**config.mk**
```make
export PLATFORM = sky130hd
export DESIGN_NAME = fetch_unit
export DESIGN_NICKNAME = d
export VERILOG_FILES = /design/src/rtl/fetch_unit.sv
export SDC_FILE = /design/constraint.sdc
export NUM_CORES = 1
export LEC_CHECK = 0
export CAP_MARGIN = 20
export CORE_ASPECT_RATIO = 1.25
export CORE_MARGIN = 1
export CORE_UTILIZATION = 46
export DETAILED_ROUTE_END_ITERATION = 16
export PLACE_DENSITY = 0.86
export SKIP_LAST_GASP = 1
export SYNTH_ARGS = -nofsm -noshare
export SYNTH_HDL_FRONTEND = slang
export SYNTH_SLANG_ARGS = --single-unit
```
**constraint.sdc**
```tcl
create_clock -name clk_i -period 5.37 [get_ports clk_i]
set_clock_uncertainty 0.05 [all_clocks]
set_input_delay 0.8055 -clock clk_i [delete_from_list [all_inputs] [get_ports clk_i]]
set_output_delay 0.8055 -clock clk_i [all_outputs]
set_load 0.1 [all_outputs]
```
**src/rtl/fetch_unit.sv**
```systemverilog
`timescale 1ns/1ps
// Instruction fetch sequencer: one outstanding imem request, single-entry hand-off to the decoder.
// Optional FETCH_MISALIGN_CHECK_EN: a misaligned jump target raises a sticky fault and halts the unit.
module fetch_unit #(
    parameter logic [31:0] RESET_PC = 32'h00000000
) (
    input  logic        clk_i,
    input  logic        rst_i,
    output logic        imem_req_o,
    output logic [31:0] imem_addr_o,
    input  logic        imem_ack_i,
    input  logic [31:0] imem_data_i,
    output logic [31:0] instr_o,
    output logic [31:0] instr_pc_o,
    output logic        instr_valid_o,
    input  logic        instr_ready_i,
    input  logic        jump_i,
    input  logic [31:0] jump_addr_i,
    output logic        fault_o
);
    // state | meaning
    // IDLE  | out of reset, loads the first fetch address
    // FETCH | request outstanding at pc
    // VALID | fetched instruction held for the decoder
    // HALT  | misaligned jump seen, dead until reset
    typedef enum logic [1:0] {IDLE, FETCH, VALID, HALT} state_t;

    localparam logic [31:0] NOP = 32'h00000013;

    state_t      state;
    logic [31:0] pc;
    logic        flush;
    logic [31:0] flush_addr;
    logic [31:0] jump_tgt;
    logic [31:0] redirect;
    logic        jump_bad;

    assign jump_tgt = {jump_addr_i[31:2], 2'b00};
    assign redirect = jump_i ? jump_tgt : flush_addr;

`ifdef FETCH_MISALIGN_CHECK_EN
    assign jump_bad = jump_i && (jump_addr_i[1:0] != 2'b00) && (state != HALT);

    always_ff @(posedge clk_i or posedge rst_i) begin
        if (rst_i) begin
            fault_o <= 1'b0;
        end else if (jump_bad) begin
            fault_o <= 1'b1;
        end
    end
`else
    logic unused_jump_lsb;
    assign unused_jump_lsb = ^jump_addr_i[1:0];
    assign jump_bad        = 1'b0;
    assign fault_o         = 1'b0;
`endif

    always_ff @(posedge clk_i or posedge rst_i) begin
        if (rst_i) begin
            state         <= IDLE;
            pc            <= RESET_PC;
            flush         <= 1'b0;
            flush_addr    <= 32'h00000000;
            imem_req_o    <= 1'b0;
            imem_addr_o   <= RESET_PC;
            instr_o       <= NOP;
            instr_pc_o    <= 32'h00000000;
            instr_valid_o <= 1'b0;
        end else if (jump_bad) begin
            state         <= HALT;
            flush         <= 1'b0;
            imem_req_o    <= 1'b0;
            instr_valid_o <= 1'b0;
        end else begin
            case (state)
                IDLE: begin
                    state      <= FETCH;
                    imem_req_o <= 1'b1;
                    if (jump_i) begin
                        pc          <= jump_tgt;
                        imem_addr_o <= jump_tgt;
                    end else begin
                        imem_addr_o <= pc;
                    end
                end
                FETCH: begin
                    if (imem_ack_i) begin
                        flush <= 1'b0;
                        // A redirect seen during or before the ack kills the returned word.
                        if (jump_i || flush) begin
                            pc          <= redirect;
                            imem_addr_o <= redirect;
                        end else begin
                            instr_o       <= imem_data_i;
                            instr_pc_o    <= pc;
                            pc            <= pc + 32'd4;
                            state         <= VALID;
                            imem_req_o    <= 1'b0;
                            instr_valid_o <= 1'b1;
                        end
                    end else if (jump_i) begin
                        flush      <= 1'b1;
                        flush_addr <= jump_tgt;
                    end
                end
                VALID: begin
                    if (jump_i || instr_ready_i) begin
                        state         <= FETCH;
                        instr_valid_o <= 1'b0;
                        imem_req_o    <= 1'b1;
                        if (jump_i) begin
                            pc          <= jump_tgt;
                            imem_addr_o <= jump_tgt;
                        end else begin
                            imem_addr_o <= pc;
                        end
                    end
                end
                HALT: begin
                    imem_req_o    <= 1'b0;
                    instr_valid_o <= 1'b0;
                end
                default: begin
                    state <= IDLE;
                end
            endcase
        end
    end

endmodule

```
==> key figures <==
Run status
  – Result of the run: finished, final reports clean

Power and ir drop
  – Pwr Density: 697 nW/um2
  – Net switching power of the design: 3.61 mW
  – Static power due to leakage: 4.56 nW
  – Peak supply drop: 0.000457 V
  – Total internal power: 3.42 mW
  – Clock network fraction of total power: 18.0%
  – Overall power of the completed layout: 7.03 mW
  – Register share of total power: 30.9%
  – Sw frac: 51.4%
  – Portion of total power attributed to combinational logic: 51.1%

Synth
  – Number of enable flip-flop cells after synthesis: 0
  – Largest family of logic cells by synthesized area: simple AND/OR/NAND/NOR gates
  – Synth Area in XOR/XNOR: 0%
  – Async set-or-reset flop fraction in the synthesized netlist: 100%
  – Post-synth design cell area: 7680 um2
  – Multiplexer area fraction after synthesis: 5.20%
  – Warnings, synthesis: 0
  – Portion of the post-synthesis area used by sequential elements: 53.8%
  – Cell types with the largest area share after synthesis: sky130_fd_sc_hd__dfrtp_1 53%, sky130_fd_sc_hd__nand2_1 14%, sky130_fd_sc_hd__mux2_2 4.5%
  – Biggest area consumer among synthesized cells: sky130_fd_sc_hd__dfrtp_1
  – Simple-gate share of the synthesized area: 21.6%
  – Post-Synthesis Cells: 828
  – Number of library cell types mapped by synthesis: 64
  – Synth Register Bits: 165
  – Mean instance size in the synthesized netlist: 9.27 um2
  – Main synth FF type: sky130_fd_sc_hd__dfrtp_1
  – Synthesized netlist net count: 898
  – Synthesized-area fraction occupied by ao, oa, aoi and oai cells: 15.2%
  – Top cell type's share of synthesized area: 52.8%
  – Fraction of the mapped netlist area in adder cells: 0.163%

Floorplanning
  – Site Rows: 52
  – Ports: 168
  – Area of the die: 17,200 um2
  – Std-Cell Core Area: 16,300 um2
  – Overall die height: 146 um
  – Width of the die: 118 um
  – Effective utilization at floorplan: 47.2%

Worst setup path
  – Setup crit start: jump_i
  – Endpoint class of the critical path: flop
  – Reg2Reg Setup Slack: 2.58 ns
  – Termination of the worst setup path: imem_addr_o[7]
  – R2R depth: 7
  – Worst path required time: 5.64 ns
  – Crit Reg-Reg Endpoint: imem_addr_o[7]
  – Worst endpoint data arrival time: 3.81 ns
  – Crit path launch type: input port
  – Critical-path maximum fanout: 34
  – Crit Path Category: input port to flop
  – Source of the worst register-to-register timing path: state[1]

Timing
  – Final slew viol count: 0
  – Number of setup violations in the final report: 0
  – Total negative slack for setup checks: 0 ns
  – RSZ-0062 raised after global routing: false
  – Pin slew with the least headroom to its limit: 1.09 ns
  – FMAX: 283 MHz
  – Clock period minus worst slack: 3.53 ns
  – Worst slew margin relative to its limit: 27.2%
  – Final Hold Fails: 0
  – Post-route worst setup slack: 1.84 ns
  – Final worst path period share: 65.8%

Clock network
  – # H-tree levels: 4
  – CTS hold repair buffers: 0
  – Setup Buffers After CTS: 0
  – TritonCTS clock tree: done
  – Root cell of the clock tree: sky130_fd_sc_hd__clkbuf_16
  – Clock net sink count: 165
  – Number of gates given a new drive strength after cts: 0
  – Clock latency of the later-clocked register in the worst-skew pair: 0.42 ns
  – Maximum count of clock buffers along a single path: 2
  – TritonCTS Buffers: 17
  – Clock Pin Slew Worst Setup and Hold Paths: 0.07 ns

Placement
  – Final weighted congestion of routability-driven global placement: 0.855
  – Cells after DPL: 1,164
  – Detail Placement HPWL: 14,200 um
  – IO Port Bufs: 164
  – Worst Setup Slack post-DPL: 1.45 ns

Finish
  – Area of the multi-input gates: 3250 um2
  – Sequential cell area: 4130 um2
  – Net count of the finished layout: 1,037
  – Most used cells in the layout excluding fill and tap cells: 286 x sky130_fd_sc_hd__nand2_1, 164 x sky130_fd_sc_hd__clkdlybuf4s50_1, 162 x sky130_fd_sc_hd__dfrtp_1, 48 x sky130_fd_sc_hd__o21ai_0, 35 x sky130_fd_sc_hd__a21oi_1
  – Post-layout instance count excluding filler cells: 1,196
  – Inserted Diodes: 0
  – Post-layout utilization of the core: 62.0%
  – Most common library cell in the layout ignoring fill and taps: sky130_fd_sc_hd__nand2_1
  – Count of fill cells added during filler insertion: 1,317
  – Fraction of final layout cells sized beyond drive strength 1: 10.0%
  – Synthesis-to-layout area growth: 31.3%

Detailed routing
  – Avg WL per Cell: 18.0 um
  – Via-per-instance ratio: 5.78
  – Final Routed Wirelength: 21,500 um
  – Number of remaining DRC errors: 0
  – Number of vias after detailed routing: 6,915
  – Post-detailed-route count of antenna-violating nets: 0
  – Iteration-0 DRC Markers: 596
  – Number of detailed-route iterations in the first pass: 6

Global routing
  – First-pass GRT wire length: 34,900 um
  – Initial antenna violation count: 0
  – Maximum number of pins on one net before global-route repair: 101
  – Vias in the first global route: 6,834
  – Gr ovfl total: 0
  – All-layer global routing usage: 25.5%

Run
  – Max Cap Viol: 0

Min path
  – Tightest Hold Check Type: flop to flop
cells in the mapped netlist (6+ instances only):
master                     instances
sky130_fd_sc_hd__a21oi_1          35
sky130_fd_sc_hd__o311ai_0          7
sky130_fd_sc_hd__inv_1             8
sky130_fd_sc_hd__clkbuf_1         28
sky130_fd_sc_hd__a211oi_1          6
sky130_fd_sc_hd__o21ai_0          48
sky130_fd_sc_hd__nand2_1         287
sky130_fd_sc_hd__mux2_2           31
sky130_fd_sc_hd__a31oi_1           8
sky130_fd_sc_hd__nand3_1          21
sky130_fd_sc_hd__a21o_1            7
sky130_fd_sc_hd__nand4_1           7
sky130_fd_sc_hd__a22o_1           11
sky130_fd_sc_hd__o211ai_1         17
sky130_fd_sc_hd__buf_2            24
sky130_fd_sc_hd__nor2_1           23
sky130_fd_sc_hd__o31ai_1           8
sky130_fd_sc_hd__dfrtp_1         162
worst min path at each step:
stage | from | depth (start not counted) | slack [ns] | endpoint
floorplan | pc[0] | 2 | 0.41 | instr_pc_o[0]
CTS | instr_o[4] | 2 | 0.41 | instr_o[4]
global route | instr_o[3] | 2 | 0.44 | instr_o[3]
global placement | instr_o[0] | 2 | 0.40 | instr_o[0]
finish | instr_o[0] | 2 | 0.41 | instr_o[0]
detailed placement | instr_o[4] | 2 | 0.40 | instr_o[4]
flip-flops by register name, indices dropped and copies added (netlist names):
register / count
flush: 1
flush_addr: 32
imem_addr_o: 32
imem_req_o: 1
instr_o: 32
instr_pc_o: 32
instr_valid_o: 1
pc: 32
state: 2
power groups by stage:
stage | clock network [mW] | logic [mW] | registers [mW]
finish | 1.27 | 3.59 | 2.17
detailed placement | 0 | 3.58 | 2.17
floorplan | 0 | 0.917 | 3.92
global placement | 0 | 3.52 | 2.15
global route | 1.33 | 3.75 | 2.24
CTS | 1.28 | 3.60 | 2.16
logic make-up (layout without fill, tap and decap cells):
group           after synthesis  count (layout)
buf+inv                      68             220
simple gates                380             380
compound gates              177             177
mux                          36              36
flops                       165             165
other cells                   1               1
fa+ha+maj                     1               1
metal layers:
metal  vias to the layer above  GRT usage [%]  wire [um]
met5                         -              0          0
met4                         0           12.3        801
met3                        71           5.00       1730
met2                       397           42.5      10500
met1                      3311           32.0       8510
li1                       3136              -          -
per-stage QoR:
stage                     hold slack, ns  area [um2]
after floorplan                    0.411        7680
after global placement             0.397        9460
after detailed placement           0.401        9460
after CTS                          0.411       10100
after global routing               0.436       10100
final                              0.411       10100
cell type report:
type | count | area share, %
flip-flops and latches | 165 | 41.0
multi-input cells | 595 | 32.3
repair buffers | 179 | 17.5
clock buffers | 21 | 4.67
well taps | 216 | 2.68
clock inverters | 11 | 1.48
inverters | 9 | 0.385
critical path, cell delays in order:
cell and delay [ns]:
sky130_fd_sc_hd__clkdlybuf4s50_1 0.82, sky130_fd_sc_hd__or3b_2 0.67, sky130_fd_sc_hd__a21boi_2 0.17, sky130_fd_sc_hd__buf_4 0.23
sky130_fd_sc_hd__nand2_2 0.59, sky130_fd_sc_hd__buf_4 0.33, sky130_fd_sc_hd__nand2_1 0.08, sky130_fd_sc_hd__o31ai_1 0.07
Note: power is estimated with default switching activity, not from simulation.
